$ cat src/rtl/mem_pkg.sv
// rtl/mem_pkg.sv - shared state encoding and default geometry for the memory arbiter
package mem_pkg;

    localparam int WORDS_DEF   = 8;
    localparam int MEM_LAT_DEF = 4;
    localparam int OFFSET_W    = 4;

    typedef enum logic [1:0] {
        IDLE   = 2'd0,
        IFILL  = 2'd1,
        DFILL  = 2'd2,
        DWRITE = 2'd3
    } arb_state_t;

endpackage

$ cat src/rtl/fill_counter.sv
// rtl/fill_counter.sv - issue/receive beat counting for one cache block fill
module fill_counter
    import mem_pkg::*;
#(
    parameter int WORDS   = WORDS_DEF,
    parameter int MEM_LAT = MEM_LAT_DEF
) (
    input  logic                         clk,
    input  logic                         rst,
    input  logic                         run,
    input  logic                         mem_beat,
    output logic [$clog2(WORDS+1)-1:0]   issue_cnt,
    output logic [$clog2(WORDS+1)-1:0]   recv_cnt,
    output logic                         issuing,
    output logic                         beat,
    output logic                         full
);

    localparam int CNT_W = $clog2(WORDS + 1);
    localparam int AGE_W = $clog2(MEM_LAT + 1);
    localparam logic [CNT_W-1:0] CNT_MAX = CNT_W'(WORDS);
    localparam logic [AGE_W-1:0] AGE_MAX = AGE_W'(MEM_LAT);

    // Cycles since the fill started, saturating at the memory latency. A beat
    // can only belong to this fill once the first read has had time to return,
    // so earlier beats (leftovers of a fill abandoned by reset) are discarded.
    logic [AGE_W-1:0] age;

    assign issuing = run && (issue_cnt < CNT_MAX);
    assign beat    = run && mem_beat && (recv_cnt < CNT_MAX) && (age == AGE_MAX);
    assign full    = run && (recv_cnt == CNT_MAX);

    // Counters advance only inside a fill and clear on the completing cycle.
    always_ff @(posedge clk) begin
        if (rst || !run || full) begin
            issue_cnt <= '0;
            recv_cnt  <= '0;
            age       <= '0;
        end else begin
            if (issuing) begin
                issue_cnt <= issue_cnt + CNT_W'(1);
            end
            if (beat) begin
                recv_cnt <= recv_cnt + CNT_W'(1);
            end
            if (age != AGE_MAX) begin
                age <= age + AGE_W'(1);
            end
        end
    end

endmodule

$ cat src/rtl/mem_arbiter.sv
// rtl/mem_arbiter.sv - I/D cache arbiter for main memory; MEM_ARB_RR_EN selects round-robin
module mem_arbiter
    import mem_pkg::*;
#(
    parameter int WORDS   = WORDS_DEF,
    parameter int MEM_LAT = MEM_LAT_DEF
) (
    input  logic        clk,
    input  logic        rst,
    input  logic        i_req,
    input  logic [15:0] i_addr,
    output logic        i_grant,
    output logic [15:0] i_data,
    output logic        i_data_valid,
    output logic [2:0]  i_word,
    output logic        i_done,
    input  logic        d_req,
    input  logic        d_we,
    input  logic [15:0] d_addr,
    input  logic [15:0] d_wdata,
    output logic        d_grant,
    output logic [15:0] d_data,
    output logic        d_data_valid,
    output logic [2:0]  d_word,
    output logic        d_done,
    output logic        mem_enable,
    output logic        mem_wr,
    output logic [15:0] mem_addr,
    output logic [15:0] mem_wdata,
    input  logic [15:0] mem_data_out,
    input  logic        mem_data_valid
);

    localparam int CNT_W = $clog2(WORDS + 1);
    localparam logic [15:0] BLOCK_MASK = ~((16'd1 << OFFSET_W) - 16'd1);

    arb_state_t       state, state_nxt;
    logic [15:0]      base_addr;
    logic [15:0]      req_addr;
    logic             d_wins;
    logic             any_req;
    logic             in_fill;
    logic [CNT_W-1:0] issue_cnt;
    logic [CNT_W-1:0] recv_cnt;
    logic             issuing;
    logic             beat;
    logic             full;

`ifdef MEM_ARB_RR_EN
    // High when I was the last requester served, so D is favoured next.
    logic last_i;
`endif

    assign any_req  = i_req || d_req;
    assign req_addr = d_wins ? d_addr : i_addr;
    assign in_fill  = (state == IFILL) || (state == DFILL);

    // Pick the winner among pending requests.
    always_comb begin
        d_wins = 1'b0;
`ifdef MEM_ARB_RR_EN
        d_wins = d_req && (!i_req || last_i);
`else
        d_wins = d_req;
`endif
    end

    // State register.
    always_ff @(posedge clk) begin
        if (rst) begin
            state <= IDLE;
        end else begin
            state <= state_nxt;
        end
    end

    // Capture the block-aligned base of the winning request when leaving IDLE.
    always_ff @(posedge clk) begin
        if (rst) begin
            base_addr <= '0;
        end else if (state == IDLE && any_req) begin
            base_addr <= req_addr & BLOCK_MASK;
        end
    end

`ifdef MEM_ARB_RR_EN
    // Remember who was granted last; reset favours D.
    always_ff @(posedge clk) begin
        if (rst) begin
            last_i <= 1'b1;
        end else if (state == IDLE && any_req) begin
            last_i <= !d_wins;
        end
    end
`endif

    fill_counter #(
        .WORDS   (WORDS),
        .MEM_LAT (MEM_LAT)
    ) u_fill (
        .clk       (clk),
        .rst       (rst),
        .run       (in_fill),
        .mem_beat  (mem_data_valid),
        .issue_cnt (issue_cnt),
        .recv_cnt  (recv_cnt),
        .issuing   (issuing),
        .beat      (beat),
        .full      (full)
    );

    // Next-state selection.
    always_comb begin
        state_nxt = state;
        case (state)
            IDLE: begin
                if (d_wins) begin
                    state_nxt = d_we ? DWRITE : DFILL;
                end else if (i_req) begin
                    state_nxt = IFILL;
                end
            end
            IFILL, DFILL: begin
                if (full) begin
                    state_nxt = IDLE;
                end
            end
            DWRITE: state_nxt = IDLE;
            default: state_nxt = IDLE;
        endcase
    end

    // Memory command and requester response decode.
    always_comb begin
        i_grant      = (state == IFILL);
        d_grant      = (state == DFILL) || (state == DWRITE);
        mem_enable   = 1'b0;
        mem_wr       = 1'b0;
        mem_addr     = '0;
        mem_wdata    = '0;
        i_data       = '0;
        i_data_valid = 1'b0;
        i_word       = '0;
        i_done       = 1'b0;
        d_data       = '0;
        d_data_valid = 1'b0;
        d_word       = '0;
        d_done       = 1'b0;
        if (state == DWRITE) begin
            mem_enable = 1'b1;
            mem_wr     = 1'b1;
            mem_addr   = d_addr;
            mem_wdata  = d_wdata;
            d_done     = 1'b1;
        end else if (issuing) begin
            mem_enable = 1'b1;
            mem_addr   = base_addr + 16'({issue_cnt, 1'b0});
        end
        if (state == IFILL) begin
            i_data_valid = beat;
            i_data       = beat ? mem_data_out : 16'd0;
            i_word       = beat ? 3'(recv_cnt) : 3'd0;
            i_done       = full;
        end
        if (state == DFILL) begin
            d_data_valid = beat;
            d_data       = beat ? mem_data_out : 16'd0;
            d_word       = beat ? 3'(recv_cnt) : 3'd0;
            d_done       = full;
        end
    end

endmodule

$ cat config.mk
export PLATFORM = sky130hd
export DESIGN_NAME = mem_arbiter
export DESIGN_NICKNAME = d
export VERILOG_FILES = /design/src/rtl/mem_pkg.sv /design/src/rtl/fill_counter.sv /design/src/rtl/mem_arbiter.sv
export SDC_FILE = /design/constraint.sdc
export NUM_CORES = 1
export LEC_CHECK = 0
export CAP_MARGIN = 10
export CORE_UTILIZATION = 45
export DETAILED_ROUTE_END_ITERATION = 16
export DONT_BUFFER_PORTS = 1
export SETUP_SLACK_MARGIN = 0.15
export SYNTH_ARGS = -nofsm -noshare
export SYNTH_HDL_FRONTEND = slang
export SYNTH_HIERARCHICAL = 1
export SYNTH_SLANG_ARGS = --single-unit
export TNS_END_PERCENT = 100
$ cat constraint.sdc
create_clock -name clk -period 4 [get_ports clk]
set_input_delay 0.8 -clock clk [delete_from_list [all_inputs] [get_ports clk]]
set_output_delay 0.8 -clock clk [all_outputs]
set_load 0.03 [all_outputs]
==> implementation parameters <==
Parameter                              Value

Synth
  Adder-Cell Fraction of Synth Area    under 10%
  XOR/XNOR Fraction of Synth Area    just under 3%
  Fraction of synthesized area in multiplexers    around 6.7%
  Largest family of logic cells by synthesized area    simple AND/OR/NAND/NOR gates
  Area fraction in and, or, nand and nor cells after synthesis    between 30% and 40%
  Yosys Warn Count    6
  Fraction of the yosys area taken by sequential cells    23.9%
  Synthesized instance count    between 200 and 300
  Cell type with the highest aggregate area in the netlist    sky130_fd_sc_hd__dfxtp_1
  Number of distinct standard cells referenced by the synthesized netlist    between 40 and 50
  Synth Area in Compound Gates    14.8%
  Dominant register cell in the synthesized netlist    sky130_fd_sc_hd__dfxtp_1
  Synthesized Nets    about 360
  Synth Cell Area    approximately 0.0021 mm2
  Proportion of synthesized flip-flops having asynchronous set or reset    0%
  Avg Inst Size Synth    7.66 um2
  Most area-consuming cells after synthesis    sky130_fd_sc_hd__dfxtp_1 (24%), sky130_fd_sc_hd__and3_1 (11%), sky130_fd_sc_hd__ha_1 (6.6%)
  Count of flip-flops with a built-in enable after synthesis    0
  Synth top area share    roughly a quarter
  Number of synthesized register bits    25

Routing
  DR vias/cell    slightly above 6
  Remaining routing DRC violations    0
  Iter 0 DRT Violations    89
  Top metal layer carrying routed signals    met4
  Met2 WL    2430 um
  Met3 Wirelength    around 370 um
  Routed WL    ~5000 um
  Routed Antenna Nets    0
  Number of vias after detailed routing    about 2000
  Routed length per placed instance    between 15 and 20 um
  Routed length on met1    2160 um
  First-pass iteration count of the detailed router    4

Global route
  Vias in the first global route    ~1700
  Residual overflow from global routing    0
  Antenna violations before repair    0
  First-pass GRT wire length    7620 um
  Total GRT Usage    18.7%
  Maximum number of pins on one net before global-route repair    roughly 40

STA
  Summed negative setup slack over all endpoints    0 ns
  Number of failing hold endpoints at the final stage    0
  Worst hold margin    0.508 ns
  Period minus WS final    3.35 ns
  Layout Skew    slightly below 0.005 ns
  Setup violations, final    0
  Portion of the clock cycle consumed by the worst path in the final layout    between 80% and 90%
  Maximum achievable frequency    about 300 MHz
  Final number of max-transition violations    0
  RSZ-0062 raised after global routing    false
  Least-Margin Pin Slew    ~0.87 ns
  Worst max-slew margin expressed relative to the limit    a little over two fifths

Final layout
  Antenna diode count    0
  Number of nets at the end of the flow    349
  Layout overhead on the synthesized area    4.41%
  Post-layout instance area    about 0.0022 mm2
  Proportion of layout cells with a drive suffix above 1    a little over 7%
  Number of fill cells in the layout    around 430

CTS
  CTS Root Cell    sky130_fd_sc_hd__clkbuf_8
  Setup bufs post-CTS    0
  Clock latency on the worst-skew pair    about 0.26 ns
  PostCTS Resize Cnt    0
  Clock buffer count from CTS    3
  TritonCTS clock tree    built
  Clock Sinks    25
  # hold bufs at CTS    0
  CTS max path bufs    2
  Clock Pin Slew Worst Setup and Hold Paths    roughly 0.08 ns
  Max H-tree Level    1

Floorplanning
  I/O pin total    about 150
  Core outline area    0.00441 mm2
  Starting density of the core    between 40 and 50%
  Overall die height    70.3 um
  Placement Rows    24
  Overall die area    0.00494 mm2
  X dimension of the die    between 70 and 80 um

Power and ir drop
  Part of the total power dissipated in the clock network    roughly 12%
  Power density over the cells    between 500 and 600 mW/mm2
  Sw Ratio    just over 50%
  Reg power frac    a little under a third
  Internal power contribution    0.000613 W
  Leakage Power    0.991 nW
  Worst supply voltage drop on vdd    between 0.3 and 0.4 mV
  Logic pwr share    58.2%
  Total design power    ~0.0013 W
  Net load switching power    0.000655 W

Placement
  HPWL after detailed placement    3700 um
  Routability-driven placement congestion ratio    ~0.80
  Buffers added on ports    0
  Post-placement cell area    0.00214 mm2

Worst setup path
  Largest stage delay, worst path    around 0.45 ns
  Series of cell instances along the critical path    inv_1 > ha_1 > nor2b_1 > buf_4 > or3b_1 > or4_1 > nand3_1
  Worst path required time    3.20 ns
  Slowest library cell on the worst path    sky130_fd_sc_hd__ha_1
  Critical path capture point type    output port
  Startpoint-to-endpoint class of the critical path    reg -> out
  Worst path arrival time    2.55 ns
  Startpoint class of the critical path    flip-flop
  Highest net fanout along the worst path    10

Flow run
  Max cap viols    0

Hold path
  Hold/Removal Path Class    reg -> reg

Status
  Status    complete, no violations
[logic make-up after synthesis]
family / Yosys count
AO/OA/AOI/OAI: 45
XOR/XNOR: 7
adder cells (fa/ha/maj): 11
buffers and inverters: 30
flip-flops: 25
multiplexers: 14
AND/OR/NAND/NOR: 142
[registers in the layout, indices dropped and copies added, names as in the netlist]
signal            cells
base_addr            12
state                 2
u_fill/recv_cnt       4
u_fill/age            3
u_fill/issue_cnt      4
[cells in the final DEF, fill, tap and decap left out, drive strengths merged, types with 2 or more instances in the layout]
cell type,n
o211ai,6
o21ai,9
or2,2
and2,21
nand2,15
a32oi,2
a21oi,7
inv,10
nor2b,4
or4,7
a22o,3
or3b,2
buf,9
xnor2,3
nor2,21
nand4,6
xor2,4
ha,11
dfxtp,25
a211oi,12
clkbuf,3
mux2i,13
nand3,14
and3,38
nand3b,3
nand2b,3
[cells in the mapped netlist, drive strengths merged, types with 2 or more instances]
cell	n
o211ai	6
mux2i	13
inv	10
xnor2	3
or3b	2
nand3b	3
nor2	21
nand2	15
or2	2
a32oi	2
xor2	4
clkbuf	16
o21ai	9
nand4	6
a21oi	7
or4	7
dfxtp	25
buf	4
a22o	3
nand2b	3
and2	21
nand3	14
nor2b	4
and3	38
ha	11
a211oi	12
[power by group through the flow]
stage	combinational, W	sequential [W]	clock, W
CTS	0.000746	0.000383	0.000152
floorplan	0.000612	0.000371	0
global placement	0.000736	0.000388	0
detailed placement	0.000744	0.000389	0
global route	0.000805	0.000396	0.000165
finish	0.000738	0.000384	0.000147
[metal layers]
layer | vias up | global-route usage, %
met5 | - | 0
met4 | 0 | 3.33
met3 | 2 | 4.18
met2 | 95 | 32.4
met1 | 914 | 23.7
li1 | 978 | -
[worst max-delay path: cells and delay by family, from the launching register on]
family | cells | cell delay (ns)
flops | 1 | 0.39
buf+inv | 2 | 0.27
simple gates | 4 | 1.19
fa+ha+maj | 1 | 0.45
[path summary, 6_finish.rpt]
path / start / endpoint / slack (ns) / cells past startpoint
worst max register to register: state[0]$_SDFFE_PP0P_ / u_fill/recv_cnt[2]$_SDFFE_PP0P_ / 2.25 / 5
worst max-delay path: state[0]$_SDFFE_PP0P_ / mem_addr[13] / 0.65 / 7
worst min-delay path: u_fill/age[1]$_SDFFE_PP0P_ / u_fill/age[1]$_SDFFE_PP0P_ / 0.51 / 2
worst min register to register: u_fill/age[1]$_SDFFE_PP0P_ / u_fill/age[1]$_SDFFE_PP0P_ / 0.51 / 2
[area by class of cell]
class | instances | area (um2) | share of cell area, %
multi-input combinational | 219 | 1470 | 67.3
sequential | 25 | 500 | 22.8
timing repair buffer | 9 | 67.6 | 3.08
tap | 52 | 65.1 | 2.97
clock buffer | 3 | 41.3 | 1.88
inverter | 10 | 37.5 | 1.71
clock inverter | 1 | 5.00 | 0.228
[through the flow]
stage,setup WS [ns],utilization [%],cells
after floorplan,0.943,-,274
after global placement,0.930,48.6,315
after detailed placement,0.931,48.6,315
after CTS,0.629,49.6,319
after global routing,0.484,49.6,319
final,0.650,49.6,319
Power figures use the tool's default switching activity.
==> edit (same flow settings) <==
Encoding of `arb_state_t`: now Gray code (2 bits for 4 states).
--- a/src/rtl/mem_pkg.sv
+++ b/src/rtl/mem_pkg.sv
@@ -8,6 +8,6 @@
     typedef enum logic [1:0] {
-        IDLE   = 2'd0,
-        IFILL  = 2'd1,
-        DFILL  = 2'd2,
-        DWRITE = 2'd3
+        IDLE   = 2'b00,
+        IFILL  = 2'b01,
+        DFILL  = 2'b11,
+        DWRITE = 2'b10
     } arb_state_t;
Function: same outputs for any inputs over 10 cycles, from zero or initial values and one cycle with rst high; not proved beyond that.
==> edit against the original RTL <==
- worst setup slack improved by 0.13 ns
- clock skew increased by 0.0019 ns
- area after synthesis decreased by 5.7%
- sequential cell count unchanged
- synthesized cell count decreased by 2.6%
- critical path depth down 4
- fmax grew 4.0%
- global-route usage about the same
- wire length decreased by 6.9%
- sequential share of layout area grew 1.2 points
- design area is 4.9% lower
- critical path type unchanged
- critical endpoint unchanged
- largest cell class unchanged
- highest routed layer unchanged
Power is not compared: it rests on default switching activity, and its combinational part moved more than twofold at a synthesized area within 25%.
==> edit: results (changes against the original RTL) <==
[status]
run_status = finished, final reports clean

[logic_synthesis]
netlist_top_cells_area = dfxtp_1 25%, and2_1 12%, and3_1 6.6%
synth_area_mm2 = 0.00198  ; -5.7%
synth_commonest_cells = 39 x and2_1, 27 x nand2_1, 25 x dfxtp_1, 25 x nor2_1, 21 x and3_1
synth_fp_nets = 344  ; -3.1%
ys_types = 35  ; -15%
yosysWarnings = 6  ; unchanged
yosysSeqAreaShare_pct = 25.3  ; +1.4 points

[setup_path]
critical-path-max-stage-delay_ns = 0.60  ; +0.15 ns
arrival_ns = 2.42  ; -0.13 ns
crit_fanout = 13  ; +3
slowest_stage = dfxtp_1

[cts]
path_clk_slew_ns = 0.09
htree_levels = 1  ; unchanged
cts_buffers = 3  ; unchanged
clk_path_buf_depth = 2  ; unchanged
post_cts_buffers = 0  ; unchanged

[global_routing]
globalRouteTotalUtil_pct = 18.7  ; +0.034 points
grt_pass1_wl_um = 6630  ; -13%
grt_start_max_net_pins = 39  ; -4.9%
grt_pass1_vias = 1422  ; -14%

[timing]
skew_ns = 0.00672  ; +0.00189 ns
relSlewSlack_pct = 38.9  ; -2.9 points

[routing]
vias_per_cell = 5.49  ; -12%
finalWirelength_um = 4640  ; -6.9%
dr.pass1.iters = 4  ; unchanged
ant_nets = 0  ; unchanged
dr.first_iter.drc_count = 60  ; -33%

[place]
dp_slack_ns = 1.03  ; +0.0964 ns
place_congestion = 0.783  ; -2.4%
port_buffers = 0  ; unchanged
place_hpwl_um = 3500  ; -5.5%

[hold_path]
holdCritPathClass = reg -> reg

[layout]
layout-drive-gt1-share_pct = 8.37  ; +1.2 points
largest_reg_flops = 12  ; unchanged
reg_top3 = base_addr x12, u_fill/issue_cnt x4, u_fill/recv_cnt x4

## edit: worst paths after layout
path / start / endpoint / slack [ns] / depth (start not counted)
worst min-delay path: base_addr[15]$_SDFFE_PP0P_ / base_addr[15]$_SDFFE_PP0P_ / 0.51 / 2
worst max register to register: state[0]$_SDFFE_PP0P_ / u_fill/issue_cnt[1]$_SDFFE_PP0P_ / 2.42 / 3
worst min register to register: base_addr[15]$_SDFFE_PP0P_ / base_addr[15]$_SDFFE_PP0P_ / 0.51 / 2
worst max-delay path: state[0]$_SDFFE_PP0P_ / mem_addr[13] / 0.78 / 3
## edit: layout make-up
type / instances / area, um^2
inverters: 9 / 33.8
multi-input cells: 214 / 1360
fillers: 427 / 2030
well taps: 50 / 62.6
repair buffers: 11 / 82.6
flip-flops and latches: 25 / 500
clock buffers: 4 / 45.0
## edit: kinds of logic (layout without fill, tap and decap cells)
logic type               after synthesis  in the layout  share of synthesized area, %
AO/OA/AOI/OAI                         39             39                          12.1
XOR/XNOR                              14             14                          6.19
adder cells (fa/ha/maj)                7              7                          4.42
buffers and inverters                 28             24                          6.13
flip-flops                            25             25                          25.3
multiplexers                          13             13                          6.57
AND/OR/NAND/NOR                      141            141                          39.3
## edit: power breakdown
part / internal (mW) / switching [mW]
logic: 0.0567 / 0.119
clock network: 0.0712 / 0.0772
registers: 0.268 / 0.0294
## edit: metal layers
metal,wire length (um),global-route usage (%)
met5,0,0
met3,306,5.00
met2,2180,30.5
met1,2120,24.8
met4,23,3.39
## edit: critical path: cells and delay by family, from the launching register on
kind / cells / cell delay [ns]
AND/OR/NAND/NOR: 2 / 0.95
flip-flops: 1 / 0.60
AO/OA/AOI/OAI: 1 / 0.60
## edit: metrics by stage
step                instances  hold WS (ns)
floorplan                 267         0.475
global placement          309         0.490
detailed placement        309         0.502
CTS                       313         0.516
global route              313         0.544
finish                    313         0.509
